==> src/rtl/pipelined_skip_adder_if.sv <==
// pipelined_skip_adder_if: operand/result handshake bundle for pipelined_skip_adder
interface pipelined_skip_adder_if #(parameter int WIDTH = 32);
   logic             in_valid, in_ready, cin, sub;
   logic             out_valid, out_ready, cout, of;
   logic [WIDTH-1:0] a, b, sum;
   modport master (output in_valid, a, b, cin, sub, out_ready,
                   input  in_ready, out_valid, sum, cout, of);
   modport slave  (input  in_valid, a, b, cin, sub, out_ready,
                   output in_ready, out_valid, sum, cout, of);
endinterface

==> src/rtl/pipelined_skip_adder.sv <==
// pipelined_skip_adder: pipelined carry-skip add/sub with valid/ready; define PSA_SATURATE_EN to clamp overflowing sums
module pipelined_skip_adder #(
   parameter int WIDTH  = 32,
   parameter int GROUP  = 4,
   parameter int STAGES = 2
) (
   input logic clk,
   input logic rst_n,
   pipelined_skip_adder_if.slave bus
);
   localparam int SW = WIDTH / STAGES;
   localparam int NG = SW / GROUP;
   logic             adv;
   logic [WIDTH-1:0] xa [STAGES];
   logic [WIDTH-1:0] xb [STAGES];
   logic [WIDTH-1:0] xs [STAGES];
   logic [WIDTH-1:0] ns [STAGES];
   logic [WIDTH-1:0] ra [STAGES];
   logic [WIDTH-1:0] rb [STAGES];
   logic [WIDTH-1:0] rs [STAGES];
   logic [STAGES-1:0] xc, nc, rc, rv, vnext;
   logic             of_n, rof, c, gci, p, t;
   int               n;
   assign adv           = !rv[STAGES-1] || bus.out_ready;
   assign bus.in_ready  = adv;
   assign bus.out_valid = rv[STAGES-1];
   assign bus.sum       = rs[STAGES-1];
   assign bus.cout      = rc[STAGES-1];
   assign bus.of        = rof;
   generate
      if (STAGES == 1) begin : g_v1
         assign vnext = bus.in_valid;
      end else begin : g_vn
         assign vnext = {rv[STAGES-2:0], bus.in_valid};
      end
   endgenerate
   // stage k adds its slice from stage k-1's registers; finished lower slices ride along
   always_comb begin
      c    = 1'b0;
      gci  = 1'b0;
      p    = 1'b0;
      t    = 1'b0;
      n    = 0;
      nc   = '0;
      xc   = '0;
      xa[0] = bus.a;
      xb[0] = bus.sub ? ~bus.b : bus.b;
      xc[0] = bus.sub ? 1'b1 : bus.cin;
      xs[0] = '0;
      for (int k = 1; k < STAGES; k++) begin
         xa[k] = ra[k-1];
         xb[k] = rb[k-1];
         xc[k] = rc[k-1];
         xs[k] = rs[k-1];
      end
      for (int k = 0; k < STAGES; k++) begin
         ns[k] = xs[k];
         c     = xc[k];
         for (int g = 0; g < NG; g++) begin
            gci = c;
            p   = 1'b1;
            for (int j = 0; j < GROUP; j++) begin
               n        = k * SW + g * GROUP + j;
               t        = xa[k][n] ^ xb[k][n];
               ns[k][n] = t ^ c;
               c        = (xa[k][n] & xb[k][n]) | (t & c);
               p        = p & t;
            end
            c = p ? gci : c;
         end
         nc[k] = c;
      end
      of_n = (xa[STAGES-1][WIDTH-1] == xb[STAGES-1][WIDTH-1]) &&
             (ns[STAGES-1][WIDTH-1] != xa[STAGES-1][WIDTH-1]);
`ifdef PSA_SATURATE_EN
      ns[STAGES-1] = of_n ? {xa[STAGES-1][WIDTH-1], {(WIDTH-1){~xa[STAGES-1][WIDTH-1]}}} : ns[STAGES-1];
`else
`endif
   end
   always_ff @(posedge clk or negedge rst_n) begin
      if (!rst_n) begin
         rv  <= '0;
         rc  <= '0;
         rof <= 1'b0;
         for (int k = 0; k < STAGES; k++) begin
            ra[k] <= '0;
            rb[k] <= '0;
            rs[k] <= '0;
         end
      end else if (adv) begin
         rv  <= vnext;
         rc  <= nc;
         rof <= of_n;
         for (int k = 0; k < STAGES; k++) begin
            ra[k] <= xa[k];
            rb[k] <= xb[k];
            rs[k] <= ns[k];
         end
      end
   end
endmodule

==> src/flat_wrapper.sv <==
// flat-port wrapper written by rule: the top's interface ports become plain ports
module pipelined_skip_adder_flat 
#(
   parameter int WIDTH  = 32,
   parameter int GROUP  = 4,
   parameter int STAGES = 2
)
  (clk, rst_n, bus_in_valid, bus_a, bus_b, bus_cin, bus_sub, bus_out_ready, bus_in_ready, bus_out_valid, bus_sum, bus_cout, bus_of);
  pipelined_skip_adder_if #(.WIDTH(WIDTH)) bus_i ();
  input logic clk;
  input logic rst_n;
  input wire logic [$bits(bus_i.in_valid)-1:0] bus_in_valid;
  input wire logic [$bits(bus_i.a)-1:0] bus_a;
  input wire logic [$bits(bus_i.b)-1:0] bus_b;
  input wire logic [$bits(bus_i.cin)-1:0] bus_cin;
  input wire logic [$bits(bus_i.sub)-1:0] bus_sub;
  input wire logic [$bits(bus_i.out_ready)-1:0] bus_out_ready;
  output wire logic [$bits(bus_i.in_ready)-1:0] bus_in_ready;
  output wire logic [$bits(bus_i.out_valid)-1:0] bus_out_valid;
  output wire logic [$bits(bus_i.sum)-1:0] bus_sum;
  output wire logic [$bits(bus_i.cout)-1:0] bus_cout;
  output wire logic [$bits(bus_i.of)-1:0] bus_of;
  assign bus_i.in_valid = bus_in_valid;
  assign bus_i.a = bus_a;
  assign bus_i.b = bus_b;
  assign bus_i.cin = bus_cin;
  assign bus_i.sub = bus_sub;
  assign bus_i.out_ready = bus_out_ready;
  assign bus_in_ready = bus_i.in_ready;
  assign bus_out_valid = bus_i.out_valid;
  assign bus_sum = bus_i.sum;
  assign bus_cout = bus_i.cout;
  assign bus_of = bus_i.of;
  pipelined_skip_adder #(.WIDTH(WIDTH), .GROUP(GROUP), .STAGES(STAGES)) u_core (.clk(clk), .rst_n(rst_n), .bus(bus_i));
endmodule
==> config.mk <==
export PLATFORM = sky130hd
export DESIGN_NAME = pipelined_skip_adder_flat
export DESIGN_NICKNAME = d
export VERILOG_FILES = /design/src/rtl/pipelined_skip_adder_if.sv /design/src/rtl/pipelined_skip_adder.sv /design/src/flat_wrapper.sv
export SDC_FILE = /design/constraint.sdc
export NUM_CORES = 1
export LEC_CHECK = 0
export CORE_ASPECT_RATIO = 1.5
export CORE_MARGIN = 2
export CORE_UTILIZATION = 25
export DETAILED_ROUTE_END_ITERATION = 10
export PLACE_DENSITY = 0.46
export RECOVER_POWER = 100
export REMOVE_ABC_BUFFERS = 1
export SLEW_MARGIN = 15
export SYNTH_ARGS = -nofsm -noshare
export SYNTH_HDL_FRONTEND = slang
export SYNTH_SLANG_ARGS = --single-unit
==> constraint.sdc <==
create_clock -name clk -period 11.67 [get_ports clk]
set_clock_uncertainty 0.05 [all_clocks]
set_input_delay 1.167 -clock clk [delete_from_list [all_inputs] [get_ports clk]]
set_output_delay 1.167 -clock clk [all_outputs]
set_load 0.03 [all_outputs]
==> key figures <==
Cells and area
  • Area delta synth->final: 32.1%
  • Layout cells sized above 1: 3.58%
  • Fin nets: 715
  • Ant. Diodes: 0
  • Filler Cells Inserted: 1992

Floorplan
  • Die span in x: 117 µm
  • Die height: 174 µm
  • Die area: 0.0204 mm²
  • Io pins: 106
  • Starting Density: 25.3%
  • Core footprint: 0.0190 mm²
  • Rows: 62

Critical path
  • Crit path largest cell delay: 540 ps
  • CP arrival: 9530 ps
  • Crit. End Element: flip-flop
  • Worst-path fanout max: 3
  • Crit path buf inv count: 4
  • Kind of critical path: input port to flip-flop
  • Most frequent cell on the critical path: fa_1
  • Slowest library cell on the worst path: dlygate4sd3_1
  • Worst reg2reg setup slack: 2560 ps
  • Largest delay share family, worst path: adder cells
  • Critical Path RT: 11840 ps
  • Startpoint types: input port

Timing
  • Min Tclk post-route: 9360 ps
  • Final TNS setup: 0 ps
  • Slew @ Worst Pin: 3390 ps
  • Unrepaired setup endpoints after global routing: no
  • Final period utilization: 80.2%
  • Max Freq: 107 MHz
  • Setup violators final: 0
  • Final worst setup slack: 2310 ps
  • Final hold slack: 406 ps
  • Final Max Slew Viols: 212
  • Final hold viol count: 0
  • Slew HR: -126%

Synth
  • Synthesis-stage register bit count: 85
  • Top_reg_cell synth: dfrtp_1
  • Yosys cell types: 31
  • Gate Count Post-Synth: 484
  • Most common cell in the netlist: nand2_1
  • Syn. warnings: 0
  • Synthesized area per cell: 9.92 µm²
  • EDFF count, synth: 0
  • Synth top area share: 44.3%
  • Synth top area cells: dfrtp_1 44%, fa_1 13%, nand2_1 13%
  • Top cell type by total area after synthesis: dfrtp_1
  • Asr flop ratio synth: 100%
  • Commonest cells post-synth: 160 x nand2_1, 85 x dfrtp_1, 39 x inv_1
  • Synthesized area: 0.00480 mm²
  • Sequential area share after synthesis: 44.3%

GRT
  • First-pass GRT wire length: 17600 µm
  • Vias in the first global route: 3602
  • Largest net degree at the start of global routing: 81
  • GRT overflow: 0
  • Gr usage total: 11.3%
  • Antenna violations before repair: 0

Run status
  • Failing checks: max-capacitance violations, max-slew violations
  • Status: finished, violations left

Power
  • Total power: 0.00116 W
  • Clock group share of total power: 25.6%
  • VDD IR-drop max: 0.0000614 V
  • Sw Share: 36.8%
  • Reg power frac: 37.0%
  • Net Switching: 0.000429 W
  • Logic pwr share: 37.4%
  • Pint: 0.000735 W
  • PD cells: 184 mW/mm²
  • Leakage: 2.98 nW

CTS
  • CTS Buf Count: 9
  • TritonCTS clock tree: done
  • Post-cts resize count: 0
  • # hold bufs at CTS: 0
  • Post-CTS setup buffers: 0
  • Clk buf depth: 2
  • Clk Latency, worst-skew pair: 330 ps
  • H-Tree Depth: 3
  • Clock sinks: 85
  • Root buf cell: clkbuf_16
  • Clock-pin slew on the worst setup and hold paths: 60 ps

Placement
  • Post-placement setup slack: 2000 ps
  • Dpl hpwl: 7740 µm
  • Buffers on Ports: 105
  • GPL Wtd Cong: 0.768

Min path
  • HP Class: flip-flop to flip-flop

Drt
  • Pre-antenna DRT Iters: 4
  • DR WL/cell: 12.6 µm
  • Antenna Nets Post-Route: 0
  • Via density: 4.00
  • DRT iter0 DRCs: 127
  • Post-Route WL: 10600 µm
  • DR vias: 3367
  • # DRC: 0

Run
  • Max Cap Viol: 3
==> kinds of logic after synthesis <==
group | synth area share [%]
XOR/XNOR | 6.02
multiplexers | 0.521
flip-flops | 44.3
AO/OA/AOI/OAI | 5.03
adder cells (fa/ha/maj) | 21.7
AND/OR/NAND/NOR | 16.2
buffers and inverters | 6.25
==> cell usage in the layout (no fill, tap or decap), types with 2 or more instances in the layout <==
cell type / netlist / routed
clkinvlp_4: 0 / 2
dfrtp_1: 85 / 85
xnor2_1: 14 / 14
a21oi_1: 19 / 19
nor2_1: 20 / 20
nand4_1: 7 / 7
ha_1: 32 / 32
o31ai_1: 1 / 2
o21ai_0: 15 / 19
xor2_1: 19 / 19
clkbuf_8: 0 / 2
dlygate4sd3_1: 0 / 38
fa_1: 32 / 32
nand2_1: 160 / 160
clkbuf_1: 6 / 4
inv_1: 39 / 40
clkdlybuf4s50_1: 0 / 65
clkbuf_16: 0 / 9
==> flip-flops by register name, indices dropped and copies added (netlist names) <==
name	flops
u_core.rv	2
u_core.rc	2
u_core.ra	16
u_core.bus.of	1
u_core.bus.sum	32
u_core.rb	16
u_core.ns	16
==> final cells by class <==
cell class                 instances  area (µm²)  area share [%]
multi-input combinational        336        2370            37.4
sequential                        85        2130            33.6
timing repair buffer             109        1060            16.7
tap                              256         320            5.05
clock buffer                      11         253            3.99
inverter                          40         150            2.37
clock inverter                     5        58.8           0.928
==> metrics by stage <==
stage	cells	utilization [%]	area, µm²
6_report	842	33.4	6340
5_1_grt	842	33.4	6340
4_1_cts	842	33.5	6360
3_5_place_dp	826	31.8	6050
3_3_place_gp	826	31.8	6050
2_1_floorplan	461	-	4650
==> path summary, 6_finish.rpt <==
| path | from | endpoint | depth (start not counted) |
|---|---|---|---|
| worst max-delay path | bus_b[0] | u_core.rc[0] | 29 |
| worst min-delay path | u_core.bus.sum[21] | u_core.bus.sum[21] | 2 |
| worst max register to register | u_core.rc[0] | u_core.bus.of | 26 |
| worst min register to register | u_core.bus.sum[21] | u_core.bus.sum[21] | 2 |
| max in group asynchronous | rst_n | u_core.bus.sum[11] | 2 |
| min in group asynchronous | rst_n | u_core.ra[53] | 1 |
==> power by group through the flow <==
stage	logic, W	registers [W]	clock network (W)
6_report	0.000435	0.000431	0.000298
5_1_grt	0.000490	0.000445	0.000320
4_1_cts	0.000466	0.000436	0.000309
3_5_place_dp	0.000463	0.000441	0
3_3_place_gp	0.000459	0.000438	0
2_1_floorplan	0.000172	0.000532	0
==> metal layers <==
metal	global-route usage (%)	share of wire (%)	wire [µm]
met5	0	0	0
met4	4.90	2.2	231
met1	13.3	40	4280
met3	1.85	3.8	398
met2	19.9	54	5690
==> worst min-delay path, delay by kind of cell, from the launching register on <==
kind / cells / cell delay (ps)
flip-flops: 1 / 340
AND/OR/NAND/NOR: 2 / 90
Power figures use the tool's default switching activity.
